**src/rtl/pong_pkg.sv**
```systemverilog
// Shared Pong board definitions: button FSM state encoding and default timing constants.
package pong_pkg;

  typedef enum logic [1:0] {
    IDLE    = 2'b00,
    WAIT_HI = 2'b01,
    HELD    = 2'b11,
    WAIT_LO = 2'b10
  } btn_state_e;

  localparam int DEF_DEBOUNCE_CYCLES = 1_000_000;
  localparam int DEF_REPEAT_DELAY    = 50_000_000;
  localparam int DEF_REPEAT_PERIOD   = 10_000_000;

endpackage

```
**src/rtl/debounce_cell.sv**
```systemverilog
// One button channel: two-flop synchronizer, debounce FSM with counter, registered level/pulses.
// Optional auto-repeat of btn_press while held, enabled by defining BTN_AUTOREPEAT_EN.
module debounce_cell
  import pong_pkg::*;
#(
  parameter int DEBOUNCE_CYCLES = DEF_DEBOUNCE_CYCLES,
  parameter int CNT_W           = $clog2(DEBOUNCE_CYCLES)
`ifdef BTN_AUTOREPEAT_EN
  ,
  parameter int REPEAT_DELAY    = DEF_REPEAT_DELAY,
  parameter int REPEAT_PERIOD   = DEF_REPEAT_PERIOD
`endif
) (
  input  logic clk,
  input  logic reset,
  input  logic btn_i,
  output logic level_o,
  output logic press_o,
  output logic release_o
);

  localparam logic [CNT_W-1:0] CNT_LAST = CNT_W'(DEBOUNCE_CYCLES - 1);

  logic       syncS1_q, syncS2_q;
  btn_state_e state_q, state_d;
  logic [CNT_W-1:0] cnt_q, cnt_d;
  logic       level_q, level_d;
  logic       press_q, press_d;
  logic       release_q, release_d;

`ifdef BTN_AUTOREPEAT_EN
  // Repeat counter is sized from the repeat constants so it never limits the debounce width.
  localparam int RPT_MAX = (REPEAT_DELAY > REPEAT_PERIOD) ? REPEAT_DELAY : REPEAT_PERIOD;
  localparam int RPT_W   = $clog2(RPT_MAX + 1);
  localparam logic [RPT_W-1:0] RPT_DELAY_LAST  = RPT_W'(REPEAT_DELAY - 1);
  localparam logic [RPT_W-1:0] RPT_PERIOD_LAST = RPT_W'(REPEAT_PERIOD - 1);

  logic [RPT_W-1:0] rptCnt_q, rptCnt_d;
  logic             rptPeriodic_q, rptPeriodic_d;
`endif

  always_ff @(posedge clk or posedge reset) begin
    if (reset) begin
      syncS1_q  <= 1'b0;
      syncS2_q  <= 1'b0;
      state_q   <= IDLE;
      cnt_q     <= '0;
      level_q   <= 1'b0;
      press_q   <= 1'b0;
      release_q <= 1'b0;
    end else begin
      syncS1_q  <= btn_i;
      syncS2_q  <= syncS1_q;
      state_q   <= state_d;
      cnt_q     <= cnt_d;
      level_q   <= level_d;
      press_q   <= press_d;
      release_q <= release_d;
    end
  end

`ifdef BTN_AUTOREPEAT_EN
  always_ff @(posedge clk or posedge reset) begin
    if (reset) begin
      rptCnt_q      <= '0;
      rptPeriodic_q <= 1'b0;
    end else begin
      rptCnt_q      <= rptCnt_d;
      rptPeriodic_q <= rptPeriodic_d;
    end
  end
`endif

  // The repeat counter only survives consecutive HELD cycles; any other state clears it.
  always_comb begin
    state_d   = state_q;
    cnt_d     = cnt_q;
    level_d   = level_q;
    press_d   = 1'b0;
    release_d = 1'b0;
`ifdef BTN_AUTOREPEAT_EN
    rptCnt_d      = '0;
    rptPeriodic_d = 1'b0;
`endif
    case (state_q)
      IDLE: begin
        if (syncS2_q) begin
          state_d = WAIT_HI;
          cnt_d   = '0;
        end
      end
      WAIT_HI: begin
        if (!syncS2_q) begin
          state_d = IDLE;
          cnt_d   = '0;
        end else if (cnt_q == CNT_LAST) begin
          state_d = HELD;
          cnt_d   = '0;
          level_d = 1'b1;
          press_d = 1'b1;
        end else begin
          cnt_d = cnt_q + 1'b1;
        end
      end
      HELD: begin
        if (!syncS2_q) begin
          state_d = WAIT_LO;
          cnt_d   = '0;
        end
`ifdef BTN_AUTOREPEAT_EN
        else if (rptCnt_q == (rptPeriodic_q ? RPT_PERIOD_LAST : RPT_DELAY_LAST)) begin
          press_d       = 1'b1;
          rptCnt_d      = '0;
          rptPeriodic_d = 1'b1;
        end else begin
          rptCnt_d      = rptCnt_q + 1'b1;
          rptPeriodic_d = rptPeriodic_q;
        end
`endif
      end
      WAIT_LO: begin
        if (syncS2_q) begin
          state_d = HELD;
          cnt_d   = '0;
        end else if (cnt_q == CNT_LAST) begin
          state_d   = IDLE;
          cnt_d     = '0;
          level_d   = 1'b0;
          release_d = 1'b1;
        end else begin
          cnt_d = cnt_q + 1'b1;
        end
      end
      default: begin
        state_d = IDLE;
        cnt_d   = '0;
        level_d = 1'b0;
      end
    endcase
  end

  assign level_o   = level_q;
  assign press_o   = press_q;
  assign release_o = release_q;

endmodule

```
**src/rtl/btn_debounce.sv**
```systemverilog
// Multi-channel pushbutton conditioner: WIDTH independent debounce_cell channels.
// Define BTN_AUTOREPEAT_EN to enable auto-repeat press pulses while a button is held.
module btn_debounce
  import pong_pkg::*;
#(
  parameter int WIDTH           = 4,
  parameter int DEBOUNCE_CYCLES = DEF_DEBOUNCE_CYCLES,
  parameter int CNT_W           = $clog2(DEBOUNCE_CYCLES),
  parameter int REPEAT_DELAY    = DEF_REPEAT_DELAY,
  parameter int REPEAT_PERIOD   = DEF_REPEAT_PERIOD
) (
  input  logic             clk,
  input  logic             reset,
  input  logic [WIDTH-1:0] btn_in,
  output logic [WIDTH-1:0] btn_level,
  output logic [WIDTH-1:0] btn_press,
  output logic [WIDTH-1:0] btn_release
);

`ifndef BTN_AUTOREPEAT_EN
  localparam int unusedRepeatCfg = REPEAT_DELAY + REPEAT_PERIOD;
`endif

  for (genvar g = 0; g < WIDTH; g++) begin : gen_cell
    debounce_cell #(
      .DEBOUNCE_CYCLES(DEBOUNCE_CYCLES),
      .CNT_W          (CNT_W)
`ifdef BTN_AUTOREPEAT_EN
      ,
      .REPEAT_DELAY   (REPEAT_DELAY),
      .REPEAT_PERIOD  (REPEAT_PERIOD)
`endif
    ) u_cell (
      .clk      (clk),
      .reset    (reset),
      .btn_i    (btn_in[g]),
      .level_o  (btn_level[g]),
      .press_o  (btn_press[g]),
      .release_o(btn_release[g])
    );
  end

endmodule
```
**config.mk**
```make
export PLATFORM = sky130hd
export DESIGN_NAME = btn_debounce
export DESIGN_NICKNAME = d
export VERILOG_FILES = /design/src/rtl/pong_pkg.sv /design/src/rtl/debounce_cell.sv /design/src/rtl/btn_debounce.sv
export SDC_FILE = /design/constraint.sdc
export NUM_CORES = 1
export LEC_CHECK = 0
export CAP_MARGIN = 20
export CORE_MARGIN = 4
export CORE_UTILIZATION = 54
export CTS_CLUSTER_DIAMETER = 50
export DETAILED_ROUTE_END_ITERATION = 8
export PLACE_DENSITY = 0.71
export SYNTH_ARGS = -nofsm -noshare
export SYNTH_HDL_FRONTEND = slang
export SYNTH_SLANG_ARGS = --single-unit
```
**constraint.sdc**
```tcl
create_clock -name clk -period 9.8 [get_ports clk]
set_input_delay 1.96 -clock clk [delete_from_list [all_inputs] [get_ports clk]]
set_output_delay 1.96 -clock clk [all_outputs]
set_load 0.005 [all_outputs]
```
==> impl_metrics.env, run 1 <==
export IMPL_worstPathRequired_ps=7840
export IMPL_p_per_area_mw_per_mm2=191
export IMPL_async_flop_share=1.00
export IMPL_max_slew_margin=0.297
export IMPL_arrival_ps=1270
export IMPL_place_hpwl_um=7210
export IMPL_synthToLayoutAreaGrowth_pct=7.12
export IMPL_post_cts_buffers=0
export IMPL_drive_gt1_frac=0.0651
export IMPL_ant_nets=0
export IMPL_top_usage_layer="met2"
export IMPL_seqPwrFrac=0.417
export IMPL_synth_nets=633
export IMPL_synth_seq_area_share=0.466
export IMPL_diodes=0
export IMPL_port_buffers=17
export IMPL_worst_pin_slew_ps=1040
export IMPL_synth_compound_area_frac=0.0889
export IMPL_path_delay_family="buffers and inverters"
export IMPL_path_cells="clkdlybuf4s50_1"
export IMPL_grt_use_met2=0.289
export IMPL_overflow=0
export IMPL_syn_inst=607
export IMPL_synth_largest_area_cell="dfrtp_1"
export IMPL_finalSetupTns_ps=0
export IMPL_pre_cts_ws_ps=6110
export IMPL_dieArea_mm2=0.0125
export IMPL_cp_end_kind="output pin"
export IMPL_synth_warnings=0
export IMPL_pwr_share_clk=0.254
export IMPL_clk_latency_ps=370
export IMPL_routabilityCongestion=0.814
export IMPL_status="completed"
export IMPL_crit_path_start_kind="flip-flop"
export IMPL_muxShareOfSynthArea=0.0352
export IMPL_yosys_area_share_adder=0.0432
export IMPL_dieWidth_um=112
export IMPL_regArea_mm2=0.00270
export IMPL_setup_ws_ps=6570
export IMPL_via_per_inst=5.70
export IMPL_h_tree_depth=3
export IMPL_fp_dieH_um=112
export IMPL_slew_violations=0
export IMPL_synth_simple_area_share=0.245
export IMPL_use_met1=0.233
export IMPL_wl_per_cell_um=13.8
export IMPL_grtUsageTotal=0.176
export IMPL_totalPowerFinal_mw=1.19
export IMPL_ys_ff_latch=108
export IMPL_rsz0062_at_grt="no"
export IMPL_p_leak_nw=2.59
export IMPL_cts_resized=0
export IMPL_hold_viol=0
export IMPL_synth_edf_count=0
export IMPL_power_switching_mw=0.435
export IMPL_internal_power_mw=0.753
export IMPL_cts_tree="done"
export IMPL_drt_iter0_drc=252
export IMPL_clockBufferDepth=2
export IMPL_synth_xor_area_share=0.0831
export IMPL_dr_pass1_iters=5
export IMPL_skew_ps=5.04
export IMPL_fin_crit_ps=3230
export IMPL_cp_max_fo=3
export IMPL_cts_root_buf="clkbuf_8"
export IMPL_vias=4272
export IMPL_min_path_type="reg2reg"
export IMPL_grt_pass1_vias=4247
export IMPL_swShare=0.366
export IMPL_critPathBufInv=1
export IMPL_antenna_found_initial=0
export IMPL_multi_input_area_mm2=0.00287
export IMPL_drc=0
export IMPL_fin_crit_sh=0.330
export IMPL_met3_usage=0.0277
export IMPL_setup_viol=0
export IMPL_synth_area_top_cells="dfrtp_1, nor2_1, xor2_1"
export IMPL_numCtsBuffers=9
export IMPL_fp_coreArea_mm2=0.0104
export IMPL_syn_area_mm2=0.00580
export IMPL_grt_max_degree=62
export IMPL_num_fill_cells=901
export IMPL_rr_worst_depth=7
export IMPL_wl_um=10300
export IMPL_holdPathStages=0
export IMPL_cts_reportedPaths_clkPinSlew_ps=100
export IMPL_post_synth_num_cell_types=61
export IMPL_cp_depth=1
export IMPL_peakVddDrop_mv=0.120
export IMPL_nets=635
export IMPL_crit_type="reg2out"
export IMPL_worst_path_max_delay_cell="clkdlybuf4s50_1"
export IMPL_grt_pass1_wl_um=18600
export IMPL_hold_buffers=0
export IMPL_cts_sinks=108
export IMPL_mostFrequentLayoutCell="dfrtp_1"
export IMPL_start_util=0.559
export IMPL_synth_top_family_by_area="simple AND/OR/NAND/NOR gates"
export IMPL_yosysTopAreaCellShare=0.466
export IMPL_synth_flop_cell="dfrtp_1"
export IMPL_slowest_delay_ps=510
export IMPL_mostFrequentLayoutCells="dfrtp_1, nor2_1, nand2_1"
export IMPL_fmax_mhz=310
export IMPL_p_comb_frac=0.329
export IMPL_num_rows=37
export IMPL_ios=18
export IMPL_drv_cap=0
export IMPL_syn_area_per_cell_um2=9.55
## worst paths after layout
path | start | end | slack, ps
setup / recovery | gen_cell[3].u_cell.level_o | btn_level[3] | 6570
hold / removal | gen_cell[0].u_cell.syncS1_q | gen_cell[0].u_cell.syncS2_q | 360
setup reg to reg | gen_cell[1].u_cell.state_q[0] | gen_cell[1].u_cell.cnt_q[13] | 7190
hold reg to reg | gen_cell[0].u_cell.syncS1_q | gen_cell[0].u_cell.syncS2_q | 360
max in group asynchronous | reset | gen_cell[0].u_cell.state_q[0] | 6640
min in group asynchronous | reset | gen_cell[3].u_cell.cnt_q[13] | 1990
## per-layer routing
layer	up-vias	part of all wire
met5	-	0
met4	0	0.021
met3	17	0.028
met2	68	0.47
met1	2070	0.48
li1	2117	-
## power by group through the flow
stage	combinational [mW]	sequential, mW	clock, mW
after floorplan	0.326	0.497	0
after global placement	0.380	0.503	0
after detailed placement	0.391	0.505	0
after CTS	0.393	0.496	0.311
after global routing	0.441	0.501	0.328
final	0.391	0.496	0.301
## per-stage QoR
stage               std cells  utilization  area, um2  hold slack (ps)
CTS                       750        0.599       6210              362
global placement          734        0.577       5990              334
floorplan                 607            -       5800              331
detailed placement        734        0.577       5990              339
global route              750        0.599       6210              376
finish                    750        0.599       6210              359
## cells by family after synthesis
family | Yosys count
compound gates | 76
buf+inv | 44
simple gates | 285
fa+ha+maj | 20
mux | 19
flops | 108
xor+xnor | 55
## flip-flops by register name, summed over array words and instances (netlist names)
| signal | count |
|---|---|
| gen_cell.u_cell.state_q | 8 |
| gen_cell.u_cell.press_o | 4 |
| gen_cell.u_cell.syncS1_q | 4 |
| gen_cell.u_cell.release_o | 4 |
| gen_cell.u_cell.cnt_q | 80 |
| gen_cell.u_cell.syncS2_q | 4 |
| gen_cell.u_cell.level_o | 4 |
## synthesized netlist by cell type, types with 12 or more instances
cell     number
a21oi_1      19
and3_1       12
buf_4        13
dfrtp_1     108
ha_1         20
inv_1        17
nand2_1      70
nand3_1      32
nand4_1      22
nor2_1       92
nor4_1       13
o21ai_0      24
xnor2_1      20
xor2_1       35
## area by class of cell
cell class | instances | share of cell area
inverter | 17 | 0.0107
sequential | 108 | 0.435
clock buffer | 9 | 0.0199
tap | 136 | 0.0274
clock inverter | 7 | 0.0161
timing repair buffer | 18 | 0.0286
multi-input combinational | 455 | 0.462
(Power assumes the default switching activity.)
==> run 2: changes to the inputs <==
clock period = 3.02 ns   (was 9.8 ns; I/O delays follow)
==> impl_metrics.env, run 2 (synthesized netlist as in run 1, its figures left out) <==
export IMPL_routabilityCongestion=0.816
export IMPL_drc=0
export IMPL_post_cts_buffers=0
export IMPL_dieArea_mm2=0.0125
export IMPL_hold_buffers=0
export IMPL_multi_input_area_mm2=0.00287
export IMPL_fp_coreArea_mm2=0.0104
export IMPL_largest_reg_flops=80
export IMPL_ant_nets=0
export IMPL_grt_max_degree=39
export IMPL_holdPathEnd="gen_cell[3].u_cell.syncS2_q"
export IMPL_diodes=0
export IMPL_h_tree_depth=3
export IMPL_placed_cells=741
export IMPL_pwr_share_clk=0.220
export IMPL_via_per_inst=5.71
export IMPL_antenna_found_initial=0
export IMPL_p_leak_nw=2.60
export IMPL_fin_crit_sh=0.772
export IMPL_place_hpwl_um=7600
export IMPL_cts_tree="done"
export IMPL_cts_sinks=108
export IMPL_cp_end_kind="flip-flop"
export IMPL_clockBufferDepth=2
export IMPL_synthToLayoutAreaGrowth_pct=7.70
export IMPL_arrival_ps=2570
export IMPL_fin_util=0.602
export IMPL_p_comb_frac=0.349
export IMPL_rsz0062_at_grt="no"
export IMPL_reg2reg_to="gen_cell[2].u_cell.cnt_q[11]"
export IMPL_drt_iter0_drc=269
export IMPL_holdPathStages=0
export IMPL_dieWidth_um=112
export IMPL_setup_viol=0
export IMPL_seqPwrFrac=0.431
export IMPL_start_util=0.559
export IMPL_fin_crit_ps=2330
export IMPL_ios=18
export IMPL_reg_top3="gen_cell.u_cell.cnt_q: 80 flops, gen_cell.u_cell.state_q: 8 flops"
export IMPL_fin_cells=757
export IMPL_cts_root_buf="clkbuf_8"
export IMPL_slew_violations=0
export IMPL_wl_um=10800
export IMPL_max_slew_margin=0.495
export IMPL_cts_reportedPaths_clkPinSlew_ps=100
export IMPL_num_rows=37
export IMPL_cp_max_fo=14
export IMPL_r2r_start="gen_cell[2].u_cell.cnt_q[6]"
export IMPL_p_per_area_mw_per_mm2=598
export IMPL_wl_per_cell_um=14.2
export IMPL_overflow=0
export IMPL_crit_type="reg2reg"
export IMPL_skew_ps=18.3
export IMPL_cts_resized=0
export IMPL_fp_dieH_um=112
export IMPL_swShare=0.379
export IMPL_port_buffers=17
export IMPL_mostFrequentLayoutCells="dfrtp_1, nor2_1, nand2_1"
export IMPL_internal_power_mw=2.32
export IMPL_power_switching_mw=1.42
export IMPL_worst_pin_slew_ps=756
export IMPL_regArea_mm2=0.00270
export IMPL_crit_path_start_kind="flip-flop"
export IMPL_drive_gt1_frac=0.0741
export IMPL_grtUsageTotal=0.185
export IMPL_r2r_slack_ps=690
export IMPL_grt_pass1_vias=4278
export IMPL_worstPathRequired_ps=3260
export IMPL_min_from="gen_cell[3].u_cell.syncS1_q"
export IMPL_vias=4321
export IMPL_status="completed"
export IMPL_finalSetupTns_ps=0
export IMPL_largest_register="gen_cell.u_cell.cnt_q"
export IMPL_grt_pass1_wl_um=19500
export IMPL_numCtsBuffers=9
export IMPL_fmax_mhz=429
export IMPL_hold_viol=0
export IMPL_peakVddDrop_mv=0.476
export IMPL_min_path_type="reg2reg"
export IMPL_rr_worst_depth=5
export IMPL_mostFrequentLayoutCell="dfrtp_1"
export IMPL_num_fill_cells=915
export IMPL_clk_latency_ps=380
export IMPL_dr_pass1_iters=4
export IMPL_drv_cap=0
export IMPL_nets=642
[run 2: changes by cell type in the layout (fill, tap and decap cells not counted), moves of 2 or more]
cell,change
buf_4,+5
buf_12,+2
bufinv_16,-2
clkinvlp_4,+3
[run 2: how the worst max path moves through the flow]
stage / depth (start not counted) / slack (ps) / end / startpoint
2_1_floorplan: 7 / 900 / gen_cell[1].u_cell.cnt_q[18] / gen_cell[1].u_cell.state_q[0]
5_1_grt: 6 / 460 / gen_cell[3].u_cell.cnt_q[13] / gen_cell[3].u_cell.cnt_q[0]
3_3_place_gp: 5 / 770 / gen_cell[2].u_cell.cnt_q[19] / gen_cell[2].u_cell.cnt_q[7]
6_report: 5 / 690 / gen_cell[2].u_cell.cnt_q[11] / gen_cell[2].u_cell.cnt_q[6]
4_1_cts: 5 / 680 / gen_cell[2].u_cell.cnt_q[11] / gen_cell[2].u_cell.cnt_q[6]
3_5_place_dp: 5 / 700 / gen_cell[2].u_cell.cnt_q[17] / gen_cell[2].u_cell.cnt_q[6]
[run 2: area by class of cell]
type,instances,share of cell area
Timing Repair Buffer,25,0.0409
Multi-Input combinational cell,455,0.460
Clock buffer,11,0.0226
Sequential cell,108,0.433
Inverter,17,0.0108
Clock inverter,5,0.00601
Tap cell,136,0.0272
[run 2: stage by stage]
step                      total power [mW]  setup WS (ps)  hold WS [ps]  cell area, um2
after floorplan                       2.67            897           331            5800
after global placement                2.88            771           332            6070
after detailed placement              2.94            696           339            6070
after CTS                             3.77            683           361            6240
after global routing                  4.02            457           379            6240
final                                 3.73            690           355            6240
[run 2: power by group through the flow]
| stage | Sequential, mW | Combinational (mW) | Clock [mW] |
|---|---|---|---|
| 6_report | 1.61 | 1.30 | 0.821 |
| 5_1_grt | 1.62 | 1.48 | 0.910 |
| 4_1_cts | 1.61 | 1.31 | 0.858 |
| 3_5_place_dp | 1.64 | 1.30 | 0 |
| 3_3_place_gp | 1.63 | 1.25 | 0 |
| 2_1_floorplan | 1.61 | 1.06 | 0 |
[run 2: worst max-delay path: stages, from the launching register on]
cell and delay, ps:
dfrtp_1 450, or4_1 560, nor4_2 320, a21oi_1 250, nor2_2 500, nor2_1 110
[run 2: layer usage]
metal,vias to the layer above,track usage,share of wire
met3,13,0.0457,0.034
met2,53,0.298,0.48
met1,2116,0.252,0.47
met5,-,0,0
met4,0,0.0454,0.013
li1,2139,-,-
==> run 3: changes to the inputs <==
clock period = 2.3 ns   (was 3.02 ns; I/O delays follow)
==> impl_metrics.env, run 3 (synthesized netlist as in run 1, its figures left out) <==
export IMPL_antenna_found_initial=0
export IMPL_worstPathRequired_ps=2560
export IMPL_grt_pass1_vias=4203
export IMPL_p_per_area_mw_per_mm2=814
export IMPL_h_tree_depth=3
export IMPL_drv_cap=0
export IMPL_dieArea_mm2=0.0125
export IMPL_p_leak_nw=2.71
export IMPL_cts_reportedPaths_clkPinSlew_ps=110
export IMPL_crit_path_start_kind="flip-flop"
export IMPL_diodes=0
export IMPL_skew_ps=13.2
export IMPL_synthToLayoutAreaGrowth_pct=10.9
export IMPL_drive_gt1_frac=0.102
export IMPL_start_util=0.559
export IMPL_largest_reg_flops=80
export IMPL_r2r_start="gen_cell[2].u_cell.cnt_q[7]"
export IMPL_mostFrequentLayoutCell="dfrtp_1"
export IMPL_cts_sinks=108
export IMPL_rsz0062_at_grt="no"
export IMPL_num_fill_cells=871
export IMPL_max_slew_margin=0.637
export IMPL_peakVddDrop_mv=0.576
export IMPL_fin_crit_sh=0.926
export IMPL_drt_iter0_drc=324
export IMPL_routabilityCongestion=0.817
export IMPL_nets=658
export IMPL_cp_end_kind="flip-flop"
export IMPL_ant_nets=0
export IMPL_wl_um=11100
export IMPL_ios=18
export IMPL_dieWidth_um=112
export IMPL_mostFrequentLayoutCells="dfrtp_1, nor2_1, nand2_1"
export IMPL_hold_viol=0
export IMPL_numCtsBuffers=9
export IMPL_vias=4336
export IMPL_num_rows=37
export IMPL_overflow=0
export IMPL_fp_coreArea_mm2=0.0104
export IMPL_fmax_mhz=470
export IMPL_via_per_inst=5.61
export IMPL_fp_dieH_um=112
export IMPL_reg_top3="gen_cell.u_cell.cnt_q: 80 flops, gen_cell.u_cell.state_q: 8 flops"
export IMPL_hold_buffers=0
export IMPL_setup_viol=0
export IMPL_grt_pass1_wl_um=19500
export IMPL_grtUsageTotal=0.186
export IMPL_finalSetupTns_ps=0
export IMPL_dr_pass1_iters=4
export IMPL_largest_register="gen_cell.u_cell.cnt_q"
export IMPL_worstSetupStartpoint="gen_cell[2].u_cell.cnt_q[7]"
export IMPL_setup_ws_ps=170
export IMPL_status="completed"
export IMPL_grt_max_degree=41
export IMPL_drc=0
export IMPL_place_hpwl_um=7910
export IMPL_cp_max_fo=6
export IMPL_port_buffers=17
export IMPL_clockBufferDepth=2
export IMPL_wl_per_cell_um=14.4
export IMPL_slew_violations=0
export IMPL_min_path_type="reg2reg"
export IMPL_cts_root_buf="clkbuf_8"
export IMPL_arrival_ps=2390
export IMPL_fin_crit_ps=2130
export IMPL_clk_latency_ps=380
export IMPL_crit_type="reg2reg"
export IMPL_pre_cts_ws_ps=165
export IMPL_cts_tree="done"
export IMPL_worst_pin_slew_ps=544
export IMPL_min_from="gen_cell[0].u_cell.syncS1_q"
[run 3: changes by cell type in the layout (fill, tap and decap cells not counted), sizes merged]
cell	delta
clkinvlp	-1
bufinv	+1
inv	+2
clkinv	-1
buf	+16
clkbuf	-1
[run 3: worst paths after layout]
check	slack, ps	endpoint	cells past startpoint
worst max-delay path	170	gen_cell[2].u_cell.state_q[1]	5
worst min-delay path	370	gen_cell[0].u_cell.syncS2_q	0
worst max register to register	170	gen_cell[2].u_cell.state_q[1]	5
worst min register to register	370	gen_cell[0].u_cell.syncS2_q	0
max in group asynchronous	1260	gen_cell[0].u_cell.release_o	3
min in group asynchronous	450	gen_cell[1].u_cell.state_q[1]	2
[run 3: per-stage QoR]
step           area [um2]  instances  power [mW]  utilization  hold slack [ps]
3_5_place_dp         6210        757        4.04        0.599              338
4_1_cts              6420        773        5.27        0.619              368
3_3_place_gp         6210        757        3.97        0.599              334
2_1_floorplan        5800        607        3.51            -              331
6_report             6430        773        5.23        0.620              366
5_1_grt              6430        773        5.60        0.620              370
[run 3: final cells by class]
cell class	count	area [um2]	area share
inverters	17	67.6	0.0105
well taps	136	170	0.0265
clock inverters	6	68.8	0.0107
repair buffers	41	400	0.0623
flip-flops and latches	108	2700	0.420
clock buffers	10	138	0.0214
multi-input cells	455	2880	0.448
[run 3: worst max-delay path, cell delays in order (launching register included)]
cell	delay, ps
dfrtp_1	440
or4b_1	550
nor4_2	390
nand2_1	230
a221oi_1	310
o2bb2ai_1	110
[run 3: where the power goes]
| group | internal, mW | switching, mW |
|---|---|---|
| Clock | 0.541 | 0.670 |
| Combinational | 0.755 | 1.15 |
| Sequential | 2.01 | 0.0985 |
[run 3: layer usage]
metal | share of wire | up-vias | track usage
li1 | - | 2165 | -
met1 | 0.47 | 2105 | 0.244
met4 | 0.0098 | 0 | 0.0414
met3 | 0.030 | 12 | 0.0457
met2 | 0.49 | 54 | 0.314
met5 | 0 | - | 0
[run 3: what timing repair did]
item,4_1_cts,5_1_grt
resized for setup,0,2
endpoints found under the hold margin,0,0
setup buffers,0,0
setup endpoints to repair,0,2
